<file path="src/rtl/calc_pkg.sv">
// Shared encodings for the multi-cycle calc stage: opcodes, operand-source selects, FSM states.
package calc_pkg;

  localparam logic [3:0] OP_ADD = 4'd0;
  localparam logic [3:0] OP_SUB = 4'd1;
  localparam logic [3:0] OP_AND = 4'd2;
  localparam logic [3:0] OP_OR  = 4'd3;
  localparam logic [3:0] OP_XOR = 4'd4;
  localparam logic [3:0] OP_SLL = 4'd5;
  localparam logic [3:0] OP_SRL = 4'd6;
  localparam logic [3:0] OP_SLT = 4'd7;
  localparam logic [3:0] OP_MUL = 4'd8;

  localparam logic [1:0] SRCA_PC    = 2'd0;
  localparam logic [1:0] SRCA_CONST = 2'd1;
  localparam logic [1:0] SRCA_AQ    = 2'd2;
  localparam logic [1:0] SRCA_IMM   = 2'd3;

  localparam logic [1:0] SRCB_BQ    = 2'd0;
  localparam logic [1:0] SRCB_CONST = 2'd1;
  localparam logic [1:0] SRCB_IMM   = 2'd2;
  localparam logic [1:0] SRCB_ZERO  = 2'd3;

  typedef enum logic [1:0] {ST_IDLE, ST_EXEC, ST_MUL, ST_DONE} state_t;

endpackage

</file>
<file path="src/rtl/seq_mul.sv">
// Unsigned shift-add multiplier, one partial product per cycle.
// done is high during the final step; product is the value that step produces.
module seq_mul #(
  parameter int WIDTH = 16
) (
  input  logic               clk,
  input  logic               reset,
  input  logic               start,
  input  logic [WIDTH-1:0]   mcand,
  input  logic [WIDTH-1:0]   mplier,
  output logic               done,
  output logic [2*WIDTH-1:0] product
);
  localparam int CW = $clog2(WIDTH) + 1;

  logic [2*WIDTH-1:0] mcand_q, acc, acc_next;
  logic [WIDTH-1:0]   mplier_q;
  logic [CW-1:0]      count;

  always_comb begin
    acc_next = acc;
    if (mplier_q[0]) acc_next = acc + mcand_q;
  end

  assign done    = (count == CW'(1));
  assign product = acc_next;

  always_ff @(posedge clk) begin
    if (reset) begin
      mcand_q  <= '0;
      mplier_q <= '0;
      acc      <= '0;
      count    <= '0;
    end else if (start) begin
      mcand_q  <= {{WIDTH{1'b0}}, mcand};
      mplier_q <= mplier;
      acc      <= '0;
      count    <= CW'(WIDTH);
    end else if (count != '0) begin
      acc      <= acc_next;
      mcand_q  <= mcand_q << 1;
      mplier_q <= mplier_q >> 1;
      count    <= count - 1'b1;
    end
  end

endmodule

</file>
<file path="src/rtl/calc_stage_mc.sv">
// Multi-cycle execute stage: operand muxes, single-cycle ALU, iterative MUL,
// and an IDLE/EXEC/MUL/DONE controller with registered result and flags.
module calc_stage_mc
  import calc_pkg::*;
#(
  parameter int WIDTH   = 16,
  parameter int CONST_A = 2,
  parameter int CONST_B = 1,
  parameter int MUL_EN  = 1
) (
  input  logic             clk,
  input  logic             reset,
  input  logic             start,
  input  logic [WIDTH-1:0] a_in,
  input  logic [WIDTH-1:0] b_in,
  input  logic [WIDTH-1:0] pc_in,
  input  logic [WIDTH-1:0] imm_in,
  input  logic [1:0]       alu_src_a,
  input  logic [1:0]       alu_src_b,
  input  logic [3:0]       alu_op,
  input  logic             pc_src,
  output logic             busy,
  output logic             done,
  output logic [WIDTH-1:0] alu_out_q,
  output logic [WIDTH-1:0] b_q,
  output logic [WIDTH-1:0] alu_mux_out,
  output logic             zero,
  output logic             negative,
  output logic             carry
);
  localparam int SHW = $clog2(WIDTH);

  state_t             state;
  logic [WIDTH-1:0]   a_q, src_a, src_b, res, fin_res;
  logic               res_carry, fin_carry, is_mul, mul_go, mul_done;
  logic [2*WIDTH-1:0] mul_prod;

  assign is_mul = (MUL_EN != 0) && (alu_op == OP_MUL);
  assign mul_go = (state == ST_EXEC) && is_mul;

  always_comb begin
    case (alu_src_a)
      SRCA_PC:    src_a = pc_in;
      SRCA_CONST: src_a = WIDTH'(CONST_A);
      SRCA_AQ:    src_a = a_q;
      default:    src_a = imm_in;
    endcase
    case (alu_src_b)
      SRCB_BQ:    src_b = b_q;
      SRCB_CONST: src_b = WIDTH'(CONST_B);
      SRCB_IMM:   src_b = imm_in;
      default:    src_b = '0;
    endcase
  end

  // MUL and invalid opcodes both fall to the default: result 0, carry 0.
  always_comb begin
    res       = '0;
    res_carry = 1'b0;
    case (alu_op)
      OP_ADD: {res_carry, res} = {1'b0, src_a} + {1'b0, src_b};
      OP_SUB: {res_carry, res} = {1'b0, src_a} + {1'b0, ~src_b} + (WIDTH+1)'(1);
      OP_AND: res = src_a & src_b;
      OP_OR:  res = src_a | src_b;
      OP_XOR: res = src_a ^ src_b;
      OP_SLL: res = src_a << src_b[SHW-1:0];
      OP_SRL: res = src_a >> src_b[SHW-1:0];
      OP_SLT: res = {{(WIDTH-1){1'b0}}, ($signed(src_a) < $signed(src_b))};
      default: ;
    endcase
  end

  assign alu_mux_out = pc_src ? alu_out_q : res;

  assign fin_res   = (state == ST_MUL) ? mul_prod[WIDTH-1:0] : res;
  assign fin_carry = (state == ST_MUL) ? |mul_prod[2*WIDTH-1:WIDTH] : res_carry;

  seq_mul #(.WIDTH(WIDTH)) u_mul (
    .clk     (clk),
    .reset   (reset),
    .start   (mul_go),
    .mcand   (src_a),
    .mplier  (src_b),
    .done    (mul_done),
    .product (mul_prod)
  );

  always_ff @(posedge clk) begin
    if (reset) begin
      state     <= ST_IDLE;
      a_q       <= '0;
      b_q       <= '0;
      alu_out_q <= '0;
      zero      <= 1'b0;
      negative  <= 1'b0;
      carry     <= 1'b0;
      busy      <= 1'b0;
      done      <= 1'b0;
    end else begin
      done <= 1'b0;
      case (state)
        ST_IDLE: if (start) begin
          a_q   <= a_in;
          b_q   <= b_in;
          busy  <= 1'b1;
          state <= ST_EXEC;
        end
        ST_EXEC, ST_MUL: if ((state == ST_EXEC && !is_mul) || (state == ST_MUL && mul_done)) begin
          alu_out_q <= fin_res;
          zero      <= (fin_res == '0);
          negative  <= fin_res[WIDTH-1];
          carry     <= fin_carry;
          done      <= 1'b1;
          state     <= ST_DONE;
        end else if (state == ST_EXEC) begin
          state <= ST_MUL;
        end
        ST_DONE: begin
          busy  <= 1'b0;
          state <= ST_IDLE;
        end
        default: state <= ST_IDLE;
      endcase
    end
  end

endmodule
</file>
<file path="config.mk">
export PLATFORM = sky130hd
export DESIGN_NAME = calc_stage_mc
export DESIGN_NICKNAME = d
export VERILOG_FILES = /design/src/rtl/calc_pkg.sv /design/src/rtl/seq_mul.sv /design/src/rtl/calc_stage_mc.sv
export SDC_FILE = /design/constraint.sdc
export NUM_CORES = 1
export LEC_CHECK = 0
export CAP_MARGIN = 20
export CORE_UTILIZATION = 25
export CTS_CLUSTER_DIAMETER = 80
export CTS_CLUSTER_SIZE = 12
export DETAILED_ROUTE_END_ITERATION = 6
export GPL_TIMING_DRIVEN = 1
export SYNTH_ARGS = -nofsm -noshare
export SYNTH_HDL_FRONTEND = slang
export SYNTH_SLANG_ARGS = --single-unit
</file>
<file path="constraint.sdc">
create_clock -name clk -period 5.6 [get_ports clk]
set_input_delay 1.12 -clock clk [delete_from_list [all_inputs] [get_ports clk]]
set_output_delay 1.12 -clock clk [all_outputs]
set_load 0.01 [all_outputs]
</file>
==> metrics.md, run 1 <==
| Metric | Value |
|---|---|
| Status | `complete, but fails checks` |
| Failing checks | `negative setup slack` |
| Via count | `14300` |
| Core Area | `48100 um2` |
| Final Setup Violations | `1` |
| Root Driver | `clkbuf_16` |
| Async SR Flop Fraction | `0%` |
| CTS H-tree depth | `4` |
| Leading area contributor after synthesis | `dfxtp_1` |
| P per Cell Area | `293 nW/um2` |
| DRC | `0` |
| Post-synthesis cell type count | `94` |
| Required time worst endpoint | `4.48 ns` |
| WL final | `56300 um` |
| Initial Util | `25.6%` |
| I/O pin count | `129` |
| Crit path max fanout | `3` |
| Post-Route Utilization | `36.8%` |
| Leak | `7.24 nW` |
| Largest family of logic cells by synthesized area | `compound AO/OA/AOI/OAI gates` |
| Worst skew pair latency | `0.47 ns` |
| IO Port Bufs | `128` |
| XOR/XNOR share of the synthesized area | `2.20%` |
| Fin worst setup slack | `-0.116 ns` |
| Largest net degree at the start of global routing | `68` |
| Ant diodes | `0` |
| Drt first-iter violations | `1321` |
| Detail Placement HPWL | `43900 um` |
| Overall die width | `224 um` |
| Class of the worst hold path | `reg2reg` |
| Sequential area share after synthesis | `22.6%` |
| Ys flop type | `dfxtp_1` |
| Post-Synth Simple-Gate Area | `22.7%` |
| Via count of the first global-routing pass | `14000` |
| CTS tree | `done` |
| Setup TNS | `-0.116 ns` |
| Count leader, synth | `nand2_1` |
| Clock-pin slew on the worst setup and hold paths | `0.06 ns` |
| Vias per inst | `5.28` |
| Synth top area share | `22.6%` |
| Die area | `50200 um2` |
| Critical Path End Type | `output port` |
| Kind of critical path | `in2out` |
| Syn_nets | `1847` |
| Startpoint Class | `primary input` |
| Compound-Gate Fraction of Synth Area | `30.8%` |
| RSZ-0062 raised after global routing | `true` |
| GRT Util Overall | `22.0%` |
| Post-Syn Area | `12300 um2` |
| Area grow syn2layout | `43.8%` |
| Routed len/inst | `20.7 um` |
| Slew Limit Fails | `0` |
| Fmax | `175 MHz` |
| Fraction of layout cells with a size suffix above 1 | `24.7%` |
| DRT antenna net count | `0` |
| Cts bufs inserted | `17` |
| Synth warn | `0` |
| Clock sink total | `139` |
| Post-synth top cells | `nand2_1 (261), nor2_1 (155), a21oi_1 (153)` |
| Tmin final | `5.72 ns` |
| Yosys reg bits | `139` |
| Maximum vdd drop | `0.188 mV` |
| Top cells by area, synth | `dfxtp_1 (23%), ha_1 (9.0%), nand2_1 (8.0%), a21oi_1 (6.2%), nor2_1 (4.7%)` |
| Die Height | `224 um` |
| First-pass GRT wire length | `84300 um` |
| Clock Skew | `0.0276 ns` |
| Worst EP arrival | `4.60 ns` |
| Hold Vio Cnt, Final | `0` |
| Number of synthesized flops with an enable pin | `0` |
| # rows | `80` |
| Final worst-path cycle share | `102%` |
| Clock Path Buffers | `2` |
| Max-slew headroom | `34.2%` |
| Syn avg cell area | `7.34 um2` |
| Iteration count of the initial detailed-routing pass | `6` |
| Routability congestion estimate | `1.04` |
| Max cap viols | `0` |
| Total gr overflow | `0` |
| Initial antenna violation count | `0` |
| Fraction of synthesized area in multiplexers | `5.88%` |
| Slew of the pin with the lowest slew margin | `0.980 ns` |
| Synth Instances | `1679` |
| Layout Nets | `2214` |
| Post-synthesis adder-cell area fraction | `9.52%` |
## final cells by class
| type | instances | area [um2] |
|---|---|---|
| multi-input cells | 1349 | 9290 |
| repair buffers | 464 | 3920 |
| fillers | 4977 | 30400 |
| inverters | 75 | 290 |
| flip-flops and latches | 139 | 2780 |
| clock buffers | 17 | 425 |
| clock inverters | 14 | 195 |
| well taps | 656 | 821 |
## final timing paths
check	from	to	slack, ns	depth (start not counted)
min reg2reg	a_q[4]	a_q[4]	0.46	2
max	pc_in[6]	alu_mux_out[14]	-0.12	13
min	a_q[4]	a_q[4]	0.46	2
max reg2reg	a_q[2]	zero	1.11	18
## where the power goes
group          leakage [nW]  internal, mW  switching [mW]
Sequential             1.13          1.13           0.119
Clock                 0.303         0.745           0.503
Combinational          5.81          1.12            1.58
## metal layers
layer  share of wire, %  vias to the layer above  routed length (um)  global-route usage, %
met5                  0                        -                   0                      0
met4                3.4                        0                1900                   8.00
met3                5.6                       96                3140                   3.00
met2                 46                      471               26100                   36.0
met1                 45                     6852               25200                   29.3
li1                   -                     6912                   -                      -
## flip-flops by register name (all words and copies together), names as in the netlist, 2 cells and up
signal / flops
alu_out_q: 16
a_q: 16
b_q: 16
u_mul.acc: 32
u_mul.mcand_q: 32
u_mul.count: 5
state: 2
u_mul.mplier_q: 16
## cells by family (layout without fill, tap and decap cells)
group           count (synthesis)  count (layout)
fa+ha+maj                      92              92
compound gates                542             542
mux                            69              69
xor+xnor                       31              31
buf+inv                       191             570
simple gates                  615             615
flops                         139             139
## worst max-delay path: stages
cell,delay [ns]
clkdlybuf4s50_1,0.49
mux2i_1,0.09
o2bb2ai_2,0.26
ha_4,0.25
buf_4,0.13
or4_4,0.52
a21oi_4,0.21
o41ai_4,0.12
o31a_1,0.28
a221o_1,0.36
a211o_1,0.35
mux2_4,0.30
buf_6,0.12
## cells in the final DEF (no fill, tap or decap), types with 14 or more instances in the layout
master           Yosys  final
clkdlybuf4s50_1      0     97
xnor2_1             22     22
nand3_1             28     27
ha_1                89     78
dlymetal6s2s_1       0     14
a21oi_1            153    146
o22ai_1             34     34
o31ai_1             15     14
o211ai_1            22     22
a311oi_1            34     33
a211oi_1            29     27
nor3_1              44     41
inv_1               71     66
a21o_1              14     14
buf_4                5    321
nor2_1             155    144
nand2_1            261    258
nor2b_1             17     15
o21a_1              19     18
clkbuf_16            0     17
mux2i_1             53     46
dfxtp_1            139    139
o21ai_0             55     51
## metrics by stage
stage	hold WS [ns]	setup WS, ns	cell area, um2	cells	power, mW
after detailed placement	0.452	-1.07	16200	2652	3.76
after global routing	0.485	-0.175	17700	2714	5.46
after CTS	0.460	-0.227	17300	2697	5.10
final	0.459	-0.116	17700	2714	5.19
after floorplan	0.433	0.0258	12300	1679	2.63
after global placement	0.447	-1.08	16200	2652	3.74
## timing repair
action                     in CTS  in global routing
buffers inserted               14                 14
setup endpoints to repair      17                 15
resized for setup             118                 65
hold buffers                    0                  0
pin swaps                      27                 39
cloned                          0                  1
Note: power is estimated with default switching activity, not from simulation.
==> run 2: changes to the inputs <==
--- a/config.mk
+++ b/config.mk
@@ -11,6 +11,7 @@
 export CTS_CLUSTER_SIZE = 12
 export DETAILED_ROUTE_END_ITERATION = 6
 export GPL_TIMING_DRIVEN = 1
+export REMOVE_ABC_BUFFERS = 1
 export SYNTH_ARGS = -nofsm -noshare
 export SYNTH_HDL_FRONTEND = slang
 export SYNTH_SLANG_ARGS = --single-unit
==> run 2 against run 1 <==
  * The flow still finishes with violations (negative setup slack)
  * Maximum frequency rose by 1.8%
  * Clock power fell by 10%
  * Clock skew fell by 0.011 ns
  * Largest power group unchanged
  * Highest routed layer unchanged
==> metrics.md, run 2 (synthesized netlist as in run 1, its figures left out) <==
| Metric | Value |
|---|---|
| Met1 Usage GRT | `27.0% (-2.3 points)` |
| Reg2reg setup slack | `1.35 ns (+0.24 ns)` |
| Slew Limit Fails | `0 (unchanged)` |
| Clock Skew | `0.0162 ns (-0.0114 ns)` |
| Cell repeated most along the worst path | `buf_6` |
| Required time worst endpoint | `4.48 ns (about the same)` |
| Routed len/inst | `20.6 um (-0.81%)` |
| # rows | `80 (unchanged)` |
| Reg area | `2780 um2 (unchanged)` |
| Slew of the pin with the lowest slew margin | `1.17 ns (+0.187 ns)` |
| Iteration count of the initial detailed-routing pass | `5 (-1)` |
| WL final | `55900 um (-0.74%)` |
| Die Height | `224 um (unchanged)` |
| Max cap viols | `0 (unchanged)` |
| Multi-input logic area | `9280 um2 (-0.11%)` |
| Hold Vio Cnt, Final | `0 (unchanged)` |
| CTS H-tree depth | `4 (unchanged)` |
| Clock-pin slew on the worst setup and hold paths | `0.06 ns (about the same)` |
| Internal power | `2.82 mW (-5.7%)` |
| Total gr overflow | `0 (unchanged)` |
| Startpoint Class | `primary input` |
| Met2 GRT Util | `37.1% (+1.1 points)` |
| Worst hold margin | `0.462 ns (+0.00340 ns)` |
| Kind of critical path | `in2out` |
| First-pass GRT wire length | `84300 um (about the same)` |
| Core Area | `48100 um2 (unchanged)` |
| Finished Layout Cells | `2716 (+0.074%)` |
| Drt first-iter violations | `1096 (-17%)` |
| Largest regs | `u_mul.acc x32, u_mul.mcand_q x32` |
| P per Cell Area | `284 nW/um2 (-3.0%)` |
| Clock Power Share | `22.3% (-1.7 points)` |
| Via count of the first global-routing pass | `14200 (+1.4%)` |
| Most common cell after layout, fill and taps aside | `buf_4` |
| Tmin final | `5.61 ns (-0.102 ns)` |
| DRC | `0 (unchanged)` |
| Worst EP arrival | `4.49 ns (-0.11 ns)` |
| Ant diodes | `0 (unchanged)` |
| Layout Nets | `2215 (+0.045%)` |
| Placed insts | `2650 (-0.075%)` |
| Vias per inst | `5.33 (+0.88%)` |
| Fill cells | `5003 (+0.52%)` |
| Failing checks | `negative setup slack` |
| Cts bufs inserted | `17 (unchanged)` |
| DRT antenna net count | `0 (unchanged)` |
| IO Port Bufs | `128 (unchanged)` |
| Psw | `2.19 mW (-0.25%)` |
| CP max stage cell | `or4_4` |
| Sequential Power Share | `25.0% (+1.0 points)` |
| Final worst-path cycle share | `100% (-1.8 points)` |
| CP max stage delay | `0.55 ns (+0.03 ns)` |
| Initial Util | `25.6% (unchanged)` |
| Logic gate share of total power | `52.7% (+0.8 points)` |
| Status | `complete, but fails checks` |
| Largest net degree at the start of global routing | `79 (+16%)` |
| Post-route cell area | `17600 um2 (-0.41%)` |
| I/O pin count | `129 (unchanged)` |
| Fin worst setup slack | `-0.0132 ns (+0.102 ns)` |
| Leak | `7.17 nW (-0.99%)` |
| Routability congestion estimate | `1.03 (-1.1%)` |
| Crit path cell chain | `buf_8 > buf_12 > mux2i_2 > nor2_2 > inv_2 > ha_4 > or2_4 > or4_4 > a21oi_4 > buf_6 > o41ai_4 > o31a_1 > a221o_1 > a211o_1 > mux2_4 > buf_6` |
| Initial antenna violation count | `0 (unchanged)` |
| Detail Placement HPWL | `43700 um (-0.56%)` |
| Die area | `50200 um2 (unchanged)` |
| Cell family with most CP delay | `compound AO/OA/AOI/OAI gates` |
| Class of the worst hold path | `reg2reg` |
| Clock Path Buffers | `2 (unchanged)` |
| Root Driver | `clkbuf_16` |
| Clock sink total | `139 (unchanged)` |
| Worst skew pair latency | `0.47 ns (about the same)` |
| Post-Place Cell Area | `16300 um2 (about the same)` |
| Setup TNS | `-0.0132 ns (+0.102 ns)` |
| RSZ-0062 raised after global routing | `true` |
| Maximum vdd drop | `0.246 mV (+31%)` |
| Final Setup Violations | `1 (unchanged)` |
| Overall die width | `224 um (unchanged)` |
| Critical Path End Type | `output port` |
| Max-slew headroom | `21.1% (-13 points)` |
| CTS tree | `done` |
| Most Crowded Layer GR | `met2` |
| Via count | `14500 (+0.96%)` |
| Highest-count cells in the layout ignoring fill and taps | `buf_4 (323), nand2_1 (257), nor2_1 (147)` |
| M3 GR Usage | `3.41% (+0.41 points)` |
| Sw Ratio | `43.7% (+1.4 points)` |
| Worst path bufs/invs | `5 (+2)` |
| Fmax | `178 MHz (+1.8%)` |
| Crit path max fanout | `8 (+5)` |
| Fraction of layout cells with a size suffix above 1 | `24.8% (+0.073 points)` |
| GRT Util Overall | `21.9% (-0.086 points)` |
| Area grow syn2layout | `43.2%` |
run 2: metal layers:
| layer | wire, um | vias to the layer above |
|---|---|---|
| met1 | 23900 | 7002 |
| met4 | 2460 | 0 |
| met3 | 3070 | 106 |
| met2 | 26500 | 449 |
| met5 | 0 | - |
| li1 | - | 6911 |
run 2: path summary, 6_finish.rpt:
check	startpoint	endpoint	depth (start not counted)
setup / recovery	alu_src_b[1]	alu_mux_out[14]	16
hold / removal	a_q[5]	a_q[5]	2
setup reg to reg	b_q[2]	zero	16
hold reg to reg	a_q[5]	a_q[5]	2
run 2: what timing repair did:
action | in CTS | in global routing
setup buffers | 26 | 6
cloned | 1 | 0
setup endpoints to repair | 16 | 13
resized for setup | 133 | 41
pin swaps | 42 | 32
hold buffers | 0 | 0
run 2: worst min-delay path, stage by stage (launching register included):
cell,delay (ns)
dfxtp_1,0.31
nand2_1,0.05
a21oi_1,0.05
run 2: layout make-up:
class / instances / share of cell area [%]
multi-input combinational: 1349 / 52.6
timing repair buffer: 465 / 22.2
sequential: 139 / 15.8
tap: 656 / 4.65
clock buffer: 17 / 2.41
inverter: 75 / 1.60
clock inverter: 15 / 0.808
run 2: per-stage QoR:
step | utilization, % | total power, mW | worst slack, ns
6_report | 36.7 | 5.02 | -0.0132
2_1_floorplan | - | 2.53 | 0.217
3_3_place_gp | 33.8 | 3.71 | -0.851
5_1_grt | 36.7 | 5.29 | -0.150
4_1_cts | 36.2 | 4.97 | -0.0653
3_5_place_dp | 33.8 | 3.73 | -0.857
run 2: power groups by stage:
| stage | combinational (mW) | sequential (mW) | clock [mW] |
|---|---|---|---|
| floorplan | 1.28 | 1.26 | 0 |
| global placement | 2.44 | 1.27 | 0 |
| detailed placement | 2.46 | 1.27 | 0 |
| CTS | 2.57 | 1.25 | 1.15 |
| global route | 2.83 | 1.27 | 1.19 |
| finish | 2.64 | 1.25 | 1.12 |
==> run 3: changes to the inputs <==
--- a/config.mk
+++ b/config.mk
@@ -14,4 +14,5 @@
 export REMOVE_ABC_BUFFERS = 1
 export SYNTH_ARGS = -nofsm -noshare
 export SYNTH_HDL_FRONTEND = slang
+export SYNTH_HIERARCHICAL = 1
 export SYNTH_SLANG_ARGS = --single-unit
==> run 3 against run 2 <==
  * The flow now finishes without violations
  * Routed wire length is 6.6% lower
  * Largest power group unchanged
  * Critical path type unchanged
  * Synthesized area grew 1.7%
  * Design area barely moved
  * Sequential share of layout area about the same
  * Final cell count hardly changed
==> metrics.md, run 3 <==
| Metric | Value |
|---|---|
| R2R cell count | `16 (unchanged)` |
| Reg2reg setup slack | `1.22 ns (-0.13 ns)` |
| Post-Syn Area | `12500 um2 (+1.7%)` |
| Top cells by area, synth | `dfxtp_1 (22%), ha_1 (8.7%), a21oi_1 (8.1%), nand2_1 (7.8%), mux2i_1 (5.5%)` |
| Core Area | `49200 um2 (+2.1%)` |
| Leak | `7.32 nW (+2.0%)` |
| Largest regs | `u_mul/acc x32, u_mul/mcand_q x32` |
| Hold endpoint | `a_q[5]` |
| Worst skew pair latency | `0.49 ns (+0.02 ns)` |
| Cts bufs inserted | `17 (unchanged)` |
| Final Setup Violations | `0 (-1)` |
| Overall die width | `226 um (+0.85%)` |
| HP Start | `a_q[5]` |
| First-pass GRT wire length | `79700 um (-5.4%)` |
| Routed len/inst | `19.2 um (-6.6%)` |
| Post-route cell area | `17600 um2 (about the same)` |
| Tmin final | `5.53 ns (-0.0854 ns)` |
| Post-synth top cells | `nand2_1 (260), a21oi_1 (202), nor2_1 (154)` |
| IO Port Bufs | `128 (unchanged)` |
| DRT antenna net count | `0 (unchanged)` |
| Vias per inst | `5.20 (-2.4%)` |
| Fmax | `181 MHz (+1.5%)` |
| Slew Limit Fails | `0 (unchanged)` |
| Hold-fix buffers at CTS | `0 (unchanged)` |
| Critical Path End Type | `output port` |
| R2R Path Start | `u_mul/mcand_q[0]` |
| Post-Route Utilization | `35.9% (-0.77 points)` |
| Fraction of layout cells with a size suffix above 1 | `25.3% (+0.54 points)` |
| Area grow syn2layout | `40.7%` |
| Clock-pin slew on the worst setup and hold paths | `0.06 ns (about the same)` |
| Ys flop type | `dfxtp_1` |
| Die Height | `226 um (+0.85%)` |
| Drt first-iter violations | `995 (-9.2%)` |
| Post-synthesis cell type count | `105 (+12%)` |
| Worst hold margin | `0.459 ns (-0.00322 ns)` |
| Largest net degree at the start of global routing | `56 (-29%)` |
| DRC | `0 (unchanged)` |
| GRT Util Overall | `20.5% (-1.4 points)` |
| Logic gate share of total power | `50.5% (-2.2 points)` |
| Clock Skew | `0.0254 ns (+0.00916 ns)` |
| Count leader, synth | `nand2_1` |
| Iteration count of the initial detailed-routing pass | `6 (+1)` |
| Yosys reg bits | `139 (unchanged)` |
| Synth top area share | `22.2% (-0.38 points)` |
| Sequential Power Share | `25.6% (+0.6 points)` |
| Async SR Flop Fraction | `0% (unchanged)` |
| Most common cell after layout, fill and taps aside | `buf_4` |
| Clock Path Buffers | `2 (unchanged)` |
| M3 GR Usage | `4.49% (+1.1 points)` |
| Class of the worst hold path | `reg2reg` |
| Layout Nets | `2205 (-0.45%)` |
| Max cap viols | `0 (unchanged)` |
| Pwr Total | `4.59 mW (-8.5%)` |
| Psw | `1.94 mW (-11%)` |
| Crit path max fanout | `3 (-5)` |
| # rows | `81 (+1.3%)` |
| Post-Place Cell Area | `16300 um2 (+0.53%)` |
| Hold Vio Cnt, Final | `0 (unchanged)` |
| Number of synthesized flops with an enable pin | `0 (unchanged)` |
| Synth warn | `6 (+6)` |
| Die area | `51000 um2 (+1.7%)` |
| Reg-to-reg critical path endpoint | `carry` |
| Met1 Usage GRT | `24.8% (-2.2 points)` |
| Root Driver | `clkbuf_16` |
| Sequential area share after synthesis | `22.2% (-0.38 points)` |
| Clock Power Share | `23.9% (+1.6 points)` |
| Most Crowded Layer GR | `met2` |
| Max-slew headroom | `37.0% (+16 points)` |
| Sw Ratio | `42.4% (-1.4 points)` |
| CTS H-tree depth | `4 (unchanged)` |
| Required time worst endpoint | `4.48 ns (about the same)` |
| Status | `completed` |
| Total gr overflow | `0 (unchanged)` |
| WL final | `52200 um (-6.6%)` |
| I/O pin count | `129 (unchanged)` |
| Syn avg cell area | `7.37 um2 (+0.40%)` |
| Worst EP arrival | `4.41 ns (-0.08 ns)` |
| Slew of the pin with the lowest slew margin | `0.942 ns (-0.226 ns)` |
| Met2 GRT Util | `35.2% (-1.9 points)` |
| Initial antenna violation count | `4 (+4)` |
| Kind of critical path | `in2out` |
| Startpoint Class | `primary input` |
| Final worst-path cycle share | `98.7% (-1.5 points)` |
| CTS tree | `done` |
| Highest-count cells in the layout ignoring fill and taps | `buf_4 (290), nand2_1 (257), a21oi_1 (197)` |
| Internal power | `2.64 mW (-6.3%)` |
| Leading area contributor after synthesis | `dfxtp_1` |
| Hold Path Stages | `2 (unchanged)` |
| Clock sink total | `139 (unchanged)` |
| Maximum vdd drop | `0.251 mV (+1.9%)` |
| Via count | `14100 (-2.4%)` |
| Via count of the first global-routing pass | `13800 (-2.8%)` |
| Initial Util | `25.5% (-0.094 points)` |
| Routability congestion estimate | `0.961 (-6.9%)` |
| Detail Placement HPWL | `40900 um (-6.3%)` |
| Synth Instances | `1701 (+1.3%)` |
| P per Cell Area | `260 nW/um2 (-8.5%)` |
| Setup TNS | `0 ns (+0.0132 ns)` |
[run 3: cell types whose count changed after synthesis, moves of 8 or more]
cell      previous run  this run
a311oi_1            34         1
or2_2                9        18
buf_1               17         9
a221oi_1            14         5
a22oi_1             13         4
mux2_2              14        35
mux2i_1             53        69
o21a_1              19        11
o31ai_1             15         7
nor3_1              44        35
a21oi_1            153       202
[run 3: logic make-up after synthesis]
group / count (synthesis) / synth area share [%]
buffers and inverters: 194 / 6.42
adder cells (fa/ha/maj): 90 / 9.16
AO/OA/AOI/OAI: 506 / 26.7
AND/OR/NAND/NOR: 620 / 22.7
XOR/XNOR: 39 / 2.73
flip-flops: 139 / 22.2
multiplexers: 113 / 10.0
[run 3: power by group through the flow]
stage / sequential [mW] / combinational [mW] / clock (mW)
final: 1.17 / 2.32 / 1.10
after global routing: 1.19 / 2.49 / 1.16
after CTS: 1.18 / 2.27 / 1.13
after detailed placement: 1.20 / 2.18 / 0
after global placement: 1.19 / 2.17 / 0
after floorplan: 1.19 / 1.10 / 0
[run 3: cell type report]
type | instances | area [um2]
fill | 5154 | 31500
multi-input combinational | 1368 | 9510
timing repair buffer | 437 | 3680
sequential | 139 | 2780
tap | 664 | 831
clock buffer | 21 | 460
inverter | 76 | 288
clock inverter | 11 | 87.6
antenna | 1 | 2.50
[run 3: critical path, cell delays in order]
cell             delay (ns)
clkdlybuf4s50_1        0.58
mux2_4                 0.22
nand2_2                0.11
inv_2                  0.12
fa_2                   0.25
nor2b_2                0.06
o31a_1                 0.32
o221a_2                0.31
or2_4                  0.27
buf_4                  0.14
o221a_2                0.22
o211ai_1               0.24
mux2_4                 0.22
clkdlybuf4s15_2        0.22
[run 3: per-stage QoR]
step / setup slack (ns) / instances
after floorplan: 0.195 / 1583
after global placement: -0.965 / 2663
after detailed placement: -0.998 / 2663
after CTS: 0.00602 / 2710
after global routing: -0.0315 / 2717
final: 0.0722 / 2717
[run 3: how the worst max path moves through the flow]
| stage | from | end | slack, ns |
|---|---|---|---|
| 2_1_floorplan | alu_src_a[1] | alu_mux_out[15] | 0.19 |
| 3_3_place_gp | alu_src_a[1] | alu_mux_out[5] | -0.97 |
| 3_5_place_dp | alu_src_a[1] | alu_mux_out[15] | -1.0 |
| 4_1_cts | imm_in[6] | alu_mux_out[15] | 0.006 |
| 5_1_grt | alu_src_a[0] | alu_mux_out[12] | -0.03 |
| 6_report | imm_in[1] | alu_mux_out[12] | 0.07 |
[run 3: what timing repair did]
item	in CTS	in global routing
setup endpoints to repair	17	16
gates resized for setup	147	32
gates cloned	1	1
hold endpoints to repair	0	0
setup buffers	17	5
pin swaps	49	31
[run 3: per-layer routing]
| metal | vias to the layer above | routed length (um) |
|---|---|---|
| met1 | 6767 | 22200 |
| met2 | 460 | 25200 |
| met3 | 88 | 3110 |
| met5 | - | 41 |
| met4 | 6 | 1650 |
| li1 | 6799 | - |
